`config.mk`:
```
export PLATFORM = sky130hd
export DESIGN_NAME = int_responder_flat
export DESIGN_NICKNAME = d
export VERILOG_FILES = /design/src/rtl/int_pkg.sv /design/src/rtl/int_responder_if.sv /design/src/rtl/int_drain_cnt.sv /design/src/rtl/int_responder.sv /design/src/flat_wrapper.sv
export SDC_FILE = /design/constraint.sdc
export NUM_CORES = 1
export LEC_CHECK = 0
export CORE_MARGIN = 2
export CORE_UTILIZATION = 51
export CTS_CLUSTER_DIAMETER = 60
export DETAILED_ROUTE_END_ITERATION = 8
export GPL_TIMING_DRIVEN = 0
export HOLD_SLACK_MARGIN = 0.03
export PLACE_DENSITY = 0.87
export REMOVE_ABC_BUFFERS = 1
export SYNTH_ARGS = -nofsm -noshare
export SYNTH_HDL_FRONTEND = slang
export SYNTH_SLANG_ARGS = --single-unit
export TNS_END_PERCENT = 1
```
`constraint.sdc`:
```
create_clock -name clk -period 2.9 [get_ports clk]
set_input_delay 0.58 -clock clk [delete_from_list [all_inputs] [get_ports clk]]
set_output_delay 0.58 -clock clk [all_outputs]
set_load 0.01 [all_outputs]
```
`src/rtl/int_pkg.sv`:
```
// int_pkg: shared types and constants for the interrupt responder.
//   - int_state_e   : responder FSM state encoding
//   - INT_ID_*      : interrupt identifiers known to the controller
//   - INT_VEC_*     : default handler vector base
//   - vec_addr()    : handler entry address for an interrupt id
package int_pkg;

  typedef enum logic [2:0] {
    ST_IDLE    = 3'd0,
    ST_PENDING = 3'd1,
    ST_DRAIN   = 3'd2,
    ST_ENTER   = 3'd3,
    ST_IN_ISR  = 3'd4,
    ST_RETURN  = 3'd5
  } int_state_e;

  localparam logic [31:0] INT_ID_SYSCALL       = 32'h0000_0000;
  localparam logic [31:0] INT_ID_BUTTON        = 32'h0000_0004;
  localparam logic [31:0] INT_VEC_BASE_DEFAULT = 32'h0000_4180;

  // Drain counter width; covers the legal DRAIN_CYCLES range 1..15.
  localparam int unsigned INT_DRAIN_W = 4;

  // Each handler vector slot is 16 bytes; the add wraps modulo 2^32.
  function automatic logic [31:0] vec_addr(input logic [31:0] base,
                                           input logic [31:0] id);
    return base + (id << 4);
  endfunction

endpackage

```
`src/rtl/int_responder_if.sv`:
```
// int_responder_if: bundles the interrupt-controller / pipeline side of the
// responder.
//   requests  : start_int, int_id, pc_cur, instr_boundary, eret
//   responses : stall_req, pc_redirect, redirect_pc, epc, cause,
//               in_handler, RTI
// master = controller/pipeline side, slave = responder.
interface int_responder_if;
  logic        start_int;
  logic [31:0] int_id;
  logic [31:0] pc_cur;
  logic        instr_boundary;
  logic        eret;
  logic        stall_req;
  logic        pc_redirect;
  logic [31:0] redirect_pc;
  logic [31:0] epc;
  logic [31:0] cause;
  logic        in_handler;
  logic        RTI;

  modport master (
    output start_int, int_id, pc_cur, instr_boundary, eret,
    input  stall_req, pc_redirect, redirect_pc, epc, cause, in_handler, RTI
  );

  modport slave (
    input  start_int, int_id, pc_cur, instr_boundary, eret,
    output stall_req, pc_redirect, redirect_pc, epc, cause, in_handler, RTI
  );
endinterface

```
`src/rtl/int_drain_cnt.sv`:
```
// int_drain_cnt: pipeline-drain down-counter.
//   clk, rst_n : clock, synchronous active-low reset
//   load       : load load_val (wins over dec)
//   dec        : decrement by one, saturating at zero
//   done       : registered, high while the count equals 1
module int_drain_cnt
  import int_pkg::*;
#(
  parameter int unsigned W = INT_DRAIN_W
) (
  input  logic         clk,
  input  logic         rst_n,
  input  logic         load,
  input  logic [W-1:0] load_val,
  input  logic         dec,
  output logic         done
);

  logic [W-1:0] cnt_q;
  logic [W-1:0] cnt_d;

  // Next count.
  always_comb begin
    cnt_d = cnt_q;
    if (load) begin
      cnt_d = load_val;
    end else if (dec && (cnt_q != '0)) begin
      cnt_d = cnt_q - W'(1);
    end
  end

  // done is registered from the next count so it lines up with cnt_q.
  always_ff @(posedge clk) begin
    if (!rst_n) begin
      cnt_q <= '0;
      done  <= 1'b0;
    end else begin
      cnt_q <= cnt_d;
      done  <= (cnt_d == W'(1));
    end
  end

endmodule

```
`src/rtl/int_responder.sv`:
```
// int_responder: single-level interrupt entry/exit sequencer.
//   clk, rst_n : clock, synchronous active-low reset
//   bus        : int_responder_if.slave (request inputs, registered outputs)
// Sequence: IDLE -> PENDING (wait for boundary) -> DRAIN (DRAIN_CYCLES)
// -> ENTER (redirect to vector) -> IN_ISR (until eret) -> RETURN (redirect
// to epc, RTI). Requests arriving while busy are held in one deferred slot.
module int_responder
  import int_pkg::*;
#(
  parameter logic [31:0] VEC_BASE     = INT_VEC_BASE_DEFAULT,
  parameter int unsigned DRAIN_CYCLES = 3
) (
  input logic             clk,
  input logic             rst_n,
  int_responder_if.slave  bus
);

  localparam int unsigned           DRAIN_W    = INT_DRAIN_W;
  localparam logic [DRAIN_W-1:0]    DRAIN_LOAD = DRAIN_W'(DRAIN_CYCLES);

  int_state_e  state_q, state_d;
  logic [31:0] req_id_q, req_id_d;
  logic [31:0] epc_q, epc_d;
  logic [31:0] cause_q, cause_d;
  logic [31:0] redirect_pc_q, redirect_pc_d;
  logic        deferred_q, deferred_d;
  logic        stall_q, stall_d;
  logic        redirect_q, redirect_d;
  logic        in_handler_q, in_handler_d;
  logic        rti_q, rti_d;
  logic        drain_load, drain_dec, drain_done;

  int_drain_cnt #(.W(DRAIN_W)) u_drain_cnt (
    .clk      (clk),
    .rst_n    (rst_n),
    .load     (drain_load),
    .load_val (DRAIN_LOAD),
    .dec      (drain_dec),
    .done     (drain_done)
  );

  // Next state, captured context, and next values of the registered outputs.
  always_comb begin
    state_d       = state_q;
    req_id_d      = req_id_q;
    deferred_d    = deferred_q;
    epc_d         = epc_q;
    cause_d       = cause_q;
    redirect_pc_d = redirect_pc_q;
    drain_load    = 1'b0;
    drain_dec     = 1'b0;

    // Any request outside IDLE is deferred; the newest one wins.
    if (bus.start_int) begin
      req_id_d = bus.int_id;
      if (state_q != ST_IDLE) deferred_d = 1'b1;
    end

    unique case (state_q)
      ST_IDLE: begin
        if (bus.start_int) state_d = ST_PENDING;
      end
      ST_PENDING: begin
        if (bus.instr_boundary) begin
          epc_d      = bus.pc_cur;
          cause_d    = req_id_q;
          drain_load = 1'b1;
          state_d    = ST_DRAIN;
        end
      end
      ST_DRAIN: begin
        drain_dec = 1'b1;
        if (drain_done) state_d = ST_ENTER;
      end
      ST_ENTER: begin
        state_d = ST_IN_ISR;
      end
      ST_IN_ISR: begin
        if (bus.eret) state_d = ST_RETURN;
      end
      ST_RETURN: begin
        // A request arriving in this very cycle also counts as held.
        if (deferred_q || bus.start_int) begin
          deferred_d = 1'b0;
          state_d    = ST_PENDING;
        end else begin
          state_d = ST_IDLE;
        end
      end
      default: begin
        state_d = ST_IDLE;
      end
    endcase

    // Outputs are a function of the state being entered, then registered.
    stall_d      = (state_d == ST_PENDING) || (state_d == ST_DRAIN) ||
                   (state_d == ST_ENTER);
    redirect_d   = (state_d == ST_ENTER) || (state_d == ST_RETURN);
    in_handler_d = (state_d == ST_ENTER) || (state_d == ST_IN_ISR) ||
                   (state_d == ST_RETURN);
    rti_d        = (state_d == ST_RETURN);

    if (state_d == ST_ENTER) begin
      redirect_pc_d = vec_addr(VEC_BASE, cause_q);
    end else if (state_d == ST_RETURN) begin
      redirect_pc_d = epc_q;
    end
  end

  // State and output registers.
  always_ff @(posedge clk) begin
    if (!rst_n) begin
      state_q       <= ST_IDLE;
      req_id_q      <= '0;
      deferred_q    <= 1'b0;
      epc_q         <= '0;
      cause_q       <= '0;
      redirect_pc_q <= '0;
      stall_q       <= 1'b0;
      redirect_q    <= 1'b0;
      in_handler_q  <= 1'b0;
      rti_q         <= 1'b0;
    end else begin
      state_q       <= state_d;
      req_id_q      <= req_id_d;
      deferred_q    <= deferred_d;
      epc_q         <= epc_d;
      cause_q       <= cause_d;
      redirect_pc_q <= redirect_pc_d;
      stall_q       <= stall_d;
      redirect_q    <= redirect_d;
      in_handler_q  <= in_handler_d;
      rti_q         <= rti_d;
    end
  end

  assign bus.stall_req   = stall_q;
  assign bus.pc_redirect = redirect_q;
  assign bus.redirect_pc = redirect_pc_q;
  assign bus.epc         = epc_q;
  assign bus.cause       = cause_q;
  assign bus.in_handler  = in_handler_q;
  assign bus.RTI         = rti_q;

endmodule

```
`src/flat_wrapper.sv`:
```
// flat-port wrapper written by rule: the top's interface ports become plain ports
module int_responder_flat import int_pkg::*;
#(
  parameter logic [31:0] VEC_BASE     = INT_VEC_BASE_DEFAULT,
  parameter int unsigned DRAIN_CYCLES = 3
)
  (clk, rst_n, bus_start_int, bus_int_id, bus_pc_cur, bus_instr_boundary, bus_eret, bus_stall_req, bus_pc_redirect, bus_redirect_pc, bus_epc, bus_cause, bus_in_handler, bus_RTI);
  int_responder_if bus_i ();
  input logic clk;
  input logic rst_n;
  input wire logic [$bits(bus_i.start_int)-1:0] bus_start_int;
  input wire logic [$bits(bus_i.int_id)-1:0] bus_int_id;
  input wire logic [$bits(bus_i.pc_cur)-1:0] bus_pc_cur;
  input wire logic [$bits(bus_i.instr_boundary)-1:0] bus_instr_boundary;
  input wire logic [$bits(bus_i.eret)-1:0] bus_eret;
  output wire logic [$bits(bus_i.stall_req)-1:0] bus_stall_req;
  output wire logic [$bits(bus_i.pc_redirect)-1:0] bus_pc_redirect;
  output wire logic [$bits(bus_i.redirect_pc)-1:0] bus_redirect_pc;
  output wire logic [$bits(bus_i.epc)-1:0] bus_epc;
  output wire logic [$bits(bus_i.cause)-1:0] bus_cause;
  output wire logic [$bits(bus_i.in_handler)-1:0] bus_in_handler;
  output wire logic [$bits(bus_i.RTI)-1:0] bus_RTI;
  assign bus_i.start_int = bus_start_int;
  assign bus_i.int_id = bus_int_id;
  assign bus_i.pc_cur = bus_pc_cur;
  assign bus_i.instr_boundary = bus_instr_boundary;
  assign bus_i.eret = bus_eret;
  assign bus_stall_req = bus_i.stall_req;
  assign bus_pc_redirect = bus_i.pc_redirect;
  assign bus_redirect_pc = bus_i.redirect_pc;
  assign bus_epc = bus_i.epc;
  assign bus_cause = bus_i.cause;
  assign bus_in_handler = bus_i.in_handler;
  assign bus_RTI = bus_i.RTI;
  int_responder #(.VEC_BASE(VEC_BASE), .DRAIN_CYCLES(DRAIN_CYCLES)) u_core (.clk(clk), .rst_n(rst_n), .bus(bus_i));
endmodule
```
==> results.md, run 1 <==
- Sequential area share after synthesis: between 40% and 50%
- # port buffers: 168
- All-Layer GR Usage: approximately a quarter
- I/O pin total: ~170
- Critical path's slowest cell: clkdlybuf4s50_1
- Die Ht: ~110 µm
- Max-Cap Viols: 0
- Tightest Pin Transition: approximately 1200 ps
- Ys async rst share: 0%
- CP Cell Sequence: clkdlybuf4s50_1 > inv_4 > buf_16 > nor3_1 > a21oi_1 > a211oi_1
- Synth warn: 0
- Max clock buf depth: 2
- Final setup skew: a little over 6 ps
- Leak pwr: between 2 and 3 nW
- DP Wirelength: 10.5 mm
- Ys flop type: dfxtp_1
- Total global routing overflow: 0
- GP Congestion: 0.819
- N_diodes: 0
- Post_cts resized: 0
- Initial Util: 52.5%
- Reg clk slew, reported paths: around 60 ps
- Hold Worst Slack: about 450 ps
- Chip width: about 110 µm
- Total Power: roughly 0.0045 W
- DP Worst Slack: -43.7 ps
- Cell taking the most area after synthesis: dfxtp_1
- Vias per cell: 5.41
- Post-synthesis register bit count: around 140
- Htree depth: 4
- Clock latency on the worst-skew pair: approximately 530 ps
- DRT antenna net count: 0
- Worst Setup End Kind: flop
- CP Buf/Inv Count: 3
- Worst-case vdd ir drop: about 0.00044 V
- Largest delay share family, worst path: buffers and inverters
- # rows: 38
- Residual DRC: 0
- Fill cell count: slightly above 800
- Worst setup path class: in -> reg
- Max_slew headroom: a little over a fifth
- First-pass GRT wire length: approximately 24 mm
- Hold buffer count at CTS: 0
- Arrival time worst endpoint: approximately 2900 ps
- Final core occ: approximately three quarters
- Core area: 10,800 µm²
- Fin cells: approximately 950
- Crit start category: primary input
- Synth area leaders: dfxtp_1 (50%), nand2_1 (9.4%), a21oi_1 (7.7%)
- Number of synthesized flops with an enable pin: 0
- Power Density: around 570 nW/µm²
- Unrepaired setup endpoints after global routing: false
- First-pass DRT Iterations: 5
- Slowest stage delay, CP: around 1100 ps
- Crit path time final: 2500 ps
- Slew Viols, Final: 0
- CTS Sinks: between 100 and 150
- Initial antenna violation count: 0
- Run status: finished clean
- Worst EP required: 3330 ps
- Root Driver: clkbuf_8
- Period utilization: roughly 86%
- Syn Area/Cell: around 8.7 µm²
- Area taken by multi-input logic gates: about 2600 µm²
- Placed instance count: approximately 920
- Num CTS Buffers: 17
- Layout cells sized above 1: under 10%
- Fmax: roughly 400 MHz
- CTS tree: yes
- Setup violators final: 0
- Post-Syn Area: around 5700 µm²
- Vias in the first global route: 4,854
- Final net count: 872
- Crit Path Max Fanout: 81
- Share of the synthesized area in the top cell type: around half
- Synth-to-Final Area Change: 40.9%
- Routed WL: 15.6 mm
- WL/cell: 16.4 µm
- Iteration-0 DRC Markers: between 200 and 300
- Hold WC Path Type: reg -> reg
- Die ar.: approximately 12,000 µm²
- Hold Vio Cnt, Final: 0
- Cell variety after synth: 48
- Reg area: roughly 2800 µm²
- Vias: slightly above 5,000
- Setup bufs post-CTS: 0
- Cell count after synthesis: ~650
- Fin worst setup slack: roughly 400 ps
- Pin count of the biggest net entering global routing: 82
## sequential cells by signal, summed over array words and instances (netlist names)
name and flops:
u_core.bus.in_handler 1, u_core.deferred_q 1, u_core.bus.cause 32, u_core.bus.pc_redirect 1, u_core.state_q 3, u_core.u_drain_cnt.cnt_q 4
u_core.req_id_q 32, u_core.bus.redirect_pc 32, u_core.bus.RTI 1, u_core.bus.epc 32, u_core.bus.stall_req 1, u_core.u_drain_cnt.done 1
## path summary, 6_finish.rpt
path              slack (ps)                start  depth (start not counted)                          to
hold reg to reg          450  u_core.req_id_q[28]                          2        u_core.bus.cause[28]
setup reg to reg         430    u_core.state_q[1]                          5  u_core.bus.redirect_pc[20]
setup / recovery         400                rst_n                          6        u_core.bus.stall_req
hold / removal           450  u_core.req_id_q[28]                          2        u_core.bus.cause[28]
## tightest hold or removal path, cell delays in order (launching register included)
cell,delay (ps)
dfxtp_1,310
nand2_1,50
a21oi_1,50
## metal layers
layer  vias to the layer above  GRT usage [%]  routed length, µm
met3                        40           5.45                626
met1                      2438           30.4               6420
met4                         0           12.9                533
met2                       164           44.7               8030
met5                         -              0                  0
li1                       2518              -                  -
## cells in the mapped netlist, types with 2 or more instances
master / count
nand3b_1: 5
inv_1: 9
xnor2_1: 8
and3_1: 3
a211oi_1: 8
dfxtp_1: 141
nor2_1: 53
nand3_1: 8
xor2_1: 15
a21o_1: 2
mux2_2: 16
buf_2: 16
nand2_1: 143
mux2i_1: 42
buf_4: 2
a22o_1: 4
o21ai_0: 18
a21oi_1: 87
nand4_1: 9
ha_1: 2
nor3_1: 5
clkbuf_1: 23
and2_1: 6
nor2b_1: 4
## per-stage QoR
step	setup TNS, ps	instance area [µm²]
floorplan	0	5490
global placement	-175540	7350
detailed placement	-43.7	7450
CTS	0	8010
global route	0	8010
finish	0	8010
## area by class of cell
type                       count  share of cell area [%]
sequential                   141                    35.2
multi-input combinational    460                    33.0
clock buffer                  25                    6.29
clock inverter                 6                   0.718
timing repair buffer         172                    22.1
inverter                       9                   0.453
tap                          140                    2.19
## cell usage in the layout, fill, tap and decap left out, drive strengths merged, types with 3 or more instances in the layout
cell	n
mux2i	42
and3	3
nand4	9
buf	5
mux2	16
a211oi	8
nand3	8
o21ai	19
a21oi	87
nor2	53
xnor2	8
dfxtp	141
clkdlybuf4s50	167
nand3b	5
nor2b	4
nand2	143
a22o	4
inv	9
clkbuf	25
nor3	5
and2	6
clkinv	4
xor2	15
## where the power goes
part | internal, W | leakage (nW) | total [W] | switching, W
sequential | 0.00201 | 1.15 | 0.00207 | 0.0000609
combinational | 0.000234 | 1.53 | 0.000442 | 0.000208
clock | 0.00126 | 0.280 | 0.00203 | 0.000770
## cell families after synthesis
logic type / after synthesis / synth area share [%]
multiplexers: 58 / 10.6
adder cells (fa/ha/maj): 2 / 0.440
XOR/XNOR: 23 / 3.54
AO/OA/AOI/OAI: 135 / 13.8
AND/OR/NAND/NOR: 242 / 18.0
flip-flops: 141 / 49.6
buffers and inverters: 52 / 4.05
No activity file was read; power rests on OpenSTA's default activity.
==> run 2: changes to the inputs <==
--- a/config.mk
+++ b/config.mk
@@ -6,12 +6,13 @@
 export NUM_CORES = 1
 export LEC_CHECK = 0
 export CORE_MARGIN = 2
-export CORE_UTILIZATION = 51
+export CORE_UTILIZATION = 40
 export CTS_CLUSTER_DIAMETER = 60
 export DETAILED_ROUTE_END_ITERATION = 8
 export GPL_TIMING_DRIVEN = 0
 export HOLD_SLACK_MARGIN = 0.03
-export PLACE_DENSITY = 0.87
+export MAX_ROUTING_LAYER = met4
+export PLACE_DENSITY = 0.71
 export REMOVE_ABC_BUFFERS = 1
 export SYNTH_ARGS = -nofsm -noshare
 export SYNTH_HDL_FRONTEND = slang
==> constraint.sdc (replaced) <==
create_clock -name clk -period 2.8 [get_ports clk]
set_input_delay 0.56 -clock clk [delete_from_list [all_inputs] [get_ports clk]]
set_output_delay 0.56 -clock clk [all_outputs]
set_load 0.01 [all_outputs]
==> run 2 against run 1 <==
Final cell count increased by 4.4%; total power increased by 11%; via count decreased by 2.1%; first-iteration DRC count increased by 27%; core utilization decreased by 15 points; sequential share of layout area decreased by 0.68 points; hold slack improved by 2.2 ps; sequential power increased by 3%; clock-buffer cell count decreased by 5; global-route usage decreased by 4.9 points; non-clock buffer count increased by 1; wire length decreased by 1.4%; critical path type unchanged.
==> results.md, run 2 (synthesized netlist as in run 1, its figures left out) <==
- Grt met2 use: 33.6% (-11 points)
- Routed WL: 15.4 mm (-1.4%)
- Power Density: 617 nW/µm² (+8.8%)
- Layer with the highest usage: met2
- Core area: 13,900 µm² (+28%)
- Period utilization: a little over nine tenths
- Hold WC Path Type: reg -> reg
- Chip width: 123 µm (+12%)
- Final setup skew: 8.40 ps (+2.28 ps)
- Vias per cell: 5.08 (-6.2%)
- Vias in the first global route: 4,831 (-0.47%)
- Num CTS Buffers: 17 (unchanged)
- Leak pwr: 3.00 nW (+1.6%)
- Htree depth: 4 (unchanged)
- DRT antenna net count: 0 (unchanged)
- FF-to-FF setup slack: 650 ps (+220 ps)
- Fmax: 379 MHz
- Reg clk slew, reported paths: 60 ps (about the same)
- Crit Path Max Fanout: 82 (+1.2%)
- Setup TNS: 0 ps (unchanged)
- Crit start category: primary input
- Layout cells sized above 1: 7.73% (+0.47 points)
- Commonest non-fill, non-tap cell in the layout: clkdlybuf4s50_1
- Hold Vio Cnt, Final: 0 (unchanged)
- Worst setup path class: in -> reg
- # port buffers: 168 (unchanged)
- Unrepaired setup endpoints after global routing: false
- Most frequent cells in the layout: clkdlybuf4s50_1 (167), nand2_1 (142), dfxtp_1 (141)
- Fill cell count: 1,219 (+50%)
- Worst EP required: 3130 ps (-200 ps)
- Worst Setup End Kind: flop
- Initial Util: 41.0% (-11 points)
- Iteration-0 DRC Markers: 353 (+27%)
- GP Congestion: 0.841 (+2.7%)
- Hold_sp: u_core.req_id_q[30]
- Clock latency on the worst-skew pair: 420 ps (-110 ps)
- # rows: 43 (+13%)
- Initial antenna violation count: 0 (unchanged)
- Setup violators final: 0 (unchanged)
- Placed instance count: 963 (+4.4%)
- Crit Reg-Reg Endpoint: u_core.bus.redirect_pc[20]
- WL/cell: 15.5 µm (-5.5%)
- Crit path time final: 2640 ps
- Reg area: 2820 µm² (unchanged)
- Die ar.: 15,200 µm² (+26%)
- Area taken by multi-input logic gates: 2650 µm² (about the same)
- GR Layer Usage met3: 4.29% (-1.2 points)
- Synth-to-Final Area Change: 43.7%
- Max_slew headroom: 33.4% (+12 points)
- Run status: finished clean
- First-pass GRT wire length: 24.1 mm (+0.49%)
- Pin count of the biggest net entering global routing: 83 (+1.2%)
- Met1 usage: 25.0% (-5.4 points)
- Final net count: 873 (+0.11%)
- CTS tree: yes
- Tightest Pin Transition: 995 ps (-186 ps)
- Die Ht: 123 µm (+12%)
- Root Driver: clkbuf_16
- Residual DRC: 0 (unchanged)
- R2R depth: 5 (unchanged)
- Hold buffer count at CTS: 0 (unchanged)
- Arrival time worst endpoint: 2970 ps (+40 ps)
- Worst-case vdd ir drop: 0.000359 V (-18%)
- CTS Sinks: 141 (unchanged)
- First-pass DRT Iterations: 5 (unchanged)
- Depth of the worst hold-timing path: 2 (unchanged)
- Vias: 5,053 (-2.1%)
- Max clock buf depth: 2 (unchanged)
- I/O pin total: 169 (unchanged)
- Fin cells: 995 (+4.4%)
- Max-Cap Viols: 0 (unchanged)
- N_diodes: 0 (unchanged)
- Slew Viols, Final: 0 (unchanged)
- All-Layer GR Usage: 21.0% (-4.9 points)
- R2r startpoint: u_core.state_q[1]
- Hold Path End: u_core.bus.cause[30]
- DP Wirelength: 10.6 mm (+0.92%)
- Total global routing overflow: 0 (unchanged)
## run 2: cell types whose count changed in the layout (fill, tap and decap cells not counted)
| cell | change |
|---|---|
| clkbuf_8 | -5 |
| bufinv_16 | +4 |
| and2_1 | -1 |
| and2_2 | +1 |
| buf_12 | +1 |
| clkbuf_1 | -1 |
| clkbuf_16 | +1 |
| clkinv_2 | +1 |
| clkinv_4 | +1 |
## run 2: worst max-delay path, stage by stage
cell             delay, ps
clkdlybuf4s50_1       1120
inv_4                  310
buf_16                 320
nor3_1                 310
a21oi_1                 70
a211oi_1               210
## run 2: power breakdown
part	leakage [nW]	internal [W]	switching [W]
clock network	0.320	0.00162	0.000824
logic	1.54	0.000242	0.000215
registers	1.15	0.00208	0.0000613
## run 2: worst max-delay path by stage
stage	from	end	slack, ps
floorplan	bus_eret	u_core.bus.redirect_pc[15]	50
global placement	rst_n	u_core.bus.stall_req	-1960
detailed placement	rst_n	u_core.bus.stall_req	-240
CTS	u_core.state_q[1]	u_core.bus.redirect_pc[16]	140
global route	rst_n	u_core.bus.stall_req	9
finish	rst_n	u_core.bus.stall_req	160
## run 2: final cells by class
cell class	count	share of cell area, %
sequential	141	34.5
inverter	9	0.444
multi-input combinational	460	32.4
tap	180	2.76
clock buffer	20	5.59
clock inverter	12	2.34
timing repair buffer	173	21.9
## run 2: timing repair
action,CTS,global route
resized for setup,0,1
setup buffers,0,0
setup endpoints to repair,0,2
## run 2: through the flow
stage / util [%] / setup slack (ps) / hold WS, ps / total power, W / area, µm²
6_report: 58.9 / 160 / 450 / 0.00504 / 8170
5_1_grt: 58.9 / 8.57 / 467 / 0.00523 / 8170
4_1_cts: 58.9 / 141 / 455 / 0.00509 / 8170
3_5_place_dp: 54.2 / -242 / 447 / 0.00264 / 7520
3_3_place_gp: 53.3 / -1960 / 434 / 0.00262 / 7400
2_1_floorplan: - / 50.3 / 431 / 0.00237 / 5490
## run 2: layer usage
| layer | vias to the layer above | share of wire, % |
|---|---|---|
| li1 | 2517 | - |
| met1 | 2361 | 44 |
| met2 | 140 | 49 |
| met3 | 35 | 4.1 |
| met4 | 0 | 3.2 |
| met5 | - | 0 |
==> run 3: changes to the inputs <==
--- a/config.mk
+++ b/config.mk
@@ -5,10 +5,11 @@
 export SDC_FILE = /design/constraint.sdc
 export NUM_CORES = 1
 export LEC_CHECK = 0
-export CORE_MARGIN = 2
+export ABC_CLOCK_PERIOD_IN_PS = 2800
 export CORE_UTILIZATION = 40
 export CTS_CLUSTER_DIAMETER = 60
 export DETAILED_ROUTE_END_ITERATION = 8
+export GPL_ROUTABILITY_DRIVEN = 0
 export GPL_TIMING_DRIVEN = 0
 export HOLD_SLACK_MARGIN = 0.03
 export MAX_ROUTING_LAYER = met4
==> run 3 against run 2 <==
Combinational power about the same; design area is 0.61% lower; core utilization shrank 0.36 points; critical path type unchanged.
==> results.md, run 3 (synthesized netlist as in run 1, its figures left out) <==
- Run status: finished clean
- Fill cell count: 1,205 (-1.1%)
- Worst setup path class: in -> reg
- Reg area: 2820 µm² (unchanged)
- Fmax: 391 MHz (+3.2%)
- I/O pin total: 169 (unchanged)
- Max-Cap Viols: 0 (unchanged)
- Crit path time final: 2560 ps (-81.5 ps)
- Power Density: 613 nW/µm² (-0.64%)
- Worst-case vdd ir drop: 0.000365 V (+1.7%)
- First-pass DRT Iterations: 4 (-1)
- Vias: 5,041 (-0.24%)
- Crit Path Max Fanout: 88 (+7.3%)
- # port buffers: 168 (unchanged)
- Final setup skew: 4.80 ps (-3.60 ps)
- Residual DRC: 0 (unchanged)
- Hold Vio Cnt, Final: 0 (unchanged)
- Layer with the highest usage: met2
- Area taken by multi-input logic gates: 2650 µm² (unchanged)
- Routed WL: 15.3 mm (-0.71%)
- Initial Util: 41.0% (unchanged)
- Setup TNS: 0 ps (unchanged)
- Slew Viols, Final: 0 (unchanged)
- Worst Setup End Kind: flop
- Most frequent cells in the layout: clkdlybuf4s50_1 (167), nand2_1 (142), dfxtp_1 (141)
- DP Wirelength: 10.4 mm (-2.4%)
- Pin count of the biggest net entering global routing: 89 (+7.2%)
- Die ar.: 14,700 µm² (-3.2%)
- Hold buffer count at CTS: 0 (unchanged)
- Clock latency on the worst-skew pair: 420 ps (about the same)
- Vias in the first global route: 4,624 (-4.3%)
- Max_slew headroom: 32.1% (-1.3 points)
- Arrival time worst endpoint: 2890 ps (-80 ps)
- Setup violators final: 0 (unchanged)
- Reg clk slew, reported paths: 60 ps (about the same)
- GR Layer Usage met3: 5.22% (+0.93 points)
- Met1 usage: 26.1% (+1.1 points)
- Layout cells sized above 1: 7.49% (-0.24 points)
- Grt met2 use: 34.7% (+1.2 points)
- WL/cell: 15.4 µm (-0.61%)
- CTS Sinks: 141 (unchanged)
- Iteration-0 DRC Markers: 339 (-4.0%)
- Post_cts resized: 0 (unchanged)
- Chip width: 121 µm (-1.6%)
- # rows: 43 (unchanged)
- Total global routing overflow: 0 (unchanged)
- DRT antenna net count: 0 (unchanged)
- Max clock buf depth: 2 (unchanged)
- First-pass GRT wire length: 23.9 mm (-1.0%)
- R2R depth: 5 (unchanged)
- Core area: 13,900 µm² (unchanged)
- Setup bufs post-CTS: 0 (unchanged)
- Num CTS Buffers: 17 (unchanged)
- Htree depth: 4 (unchanged)
- All-Layer GR Usage: 21.6% (+0.66 points)
- Synth-to-Final Area Change: 42.8%
- Depth of the worst hold-timing path: 2 (unchanged)
- Die Ht: 121 µm (-1.6%)
- Root Driver: clkbuf_16
- Final core occ: 58.5% (-0.36 points)
- N_diodes: 0 (unchanged)
- Vias per cell: 5.07 (-0.14%)
- Hold WC Path Type: reg -> reg
- Final net count: 872 (-0.11%)
- Worst EP required: 3130 ps (about the same)
- DP Area: 7490 µm² (-0.37%)
- Final Cell Area: 8120 µm² (-0.61%)
- Crit start category: primary input
- Commonest non-fill, non-tap cell in the layout: clkdlybuf4s50_1
- Leak pwr: 2.97 nW (-1.2%)
- Initial antenna violation count: 0 (unchanged)
- CTS tree: yes
- Hold Worst Slack: 451 ps (+1.05 ps)
- Period utilization: 91.4% (-2.9 points)
- Unrepaired setup endpoints after global routing: false
- Tightest Pin Transition: 1020 ps (+19.6 ps)
==> run 3: worst max-delay path, stage by stage <==
cell and delay (ps):
clkdlybuf4s50_1 1140, inv_4 280, buf_16 310, nor3_1 310, a21oi_1 70, a211oi_1 210
==> run 3: per-stage QoR <==
step                      power (W)  instances  setup slack [ps]
final                       0.00498        994               242
after global routing        0.00515        994              25.8
after CTS                   0.00501        994               131
after detailed placement    0.00264        962              -210
after global placement      0.00262        958             -1950
after floorplan             0.00237        610              50.3
==> run 3: final timing paths <==
| check | slack [ps] | to | startpoint |
|---|---|---|---|
| worst max-delay path | 240 | u_core.bus.stall_req | rst_n |
| worst min-delay path | 450 | u_core.bus.cause[9] | u_core.req_id_q[9] |
| worst max register to register | 540 | u_core.bus.redirect_pc[17] | u_core.state_q[2] |
| worst min register to register | 450 | u_core.bus.cause[9] | u_core.req_id_q[9] |
==> run 3: final cells by class <==
type | instances | share of cell area, %
Tap cell | 180 | 2.77
Multi-Input combinational cell | 460 | 32.6
Timing Repair Buffer | 172 | 21.7
Clock buffer | 21 | 5.67
Clock inverter | 11 | 2.03
Sequential cell | 141 | 34.8
Inverter | 9 | 0.447
==> run 3: routing by layer <==
layer / vias to the layer above / wire (µm)
met5: - / 0
met4: 0 / 268
li1: 2511 / -
met3: 21 / 747
met1: 2370 / 6800
met2: 139 / 7480
==> run 3: power by group <==
part           internal (W)  switching [W]  total [W]
clock network       0.00153       0.000849    0.00238
registers           0.00208      0.0000611    0.00214
logic              0.000241       0.000216   0.000457
total               0.00385        0.00113    0.00498
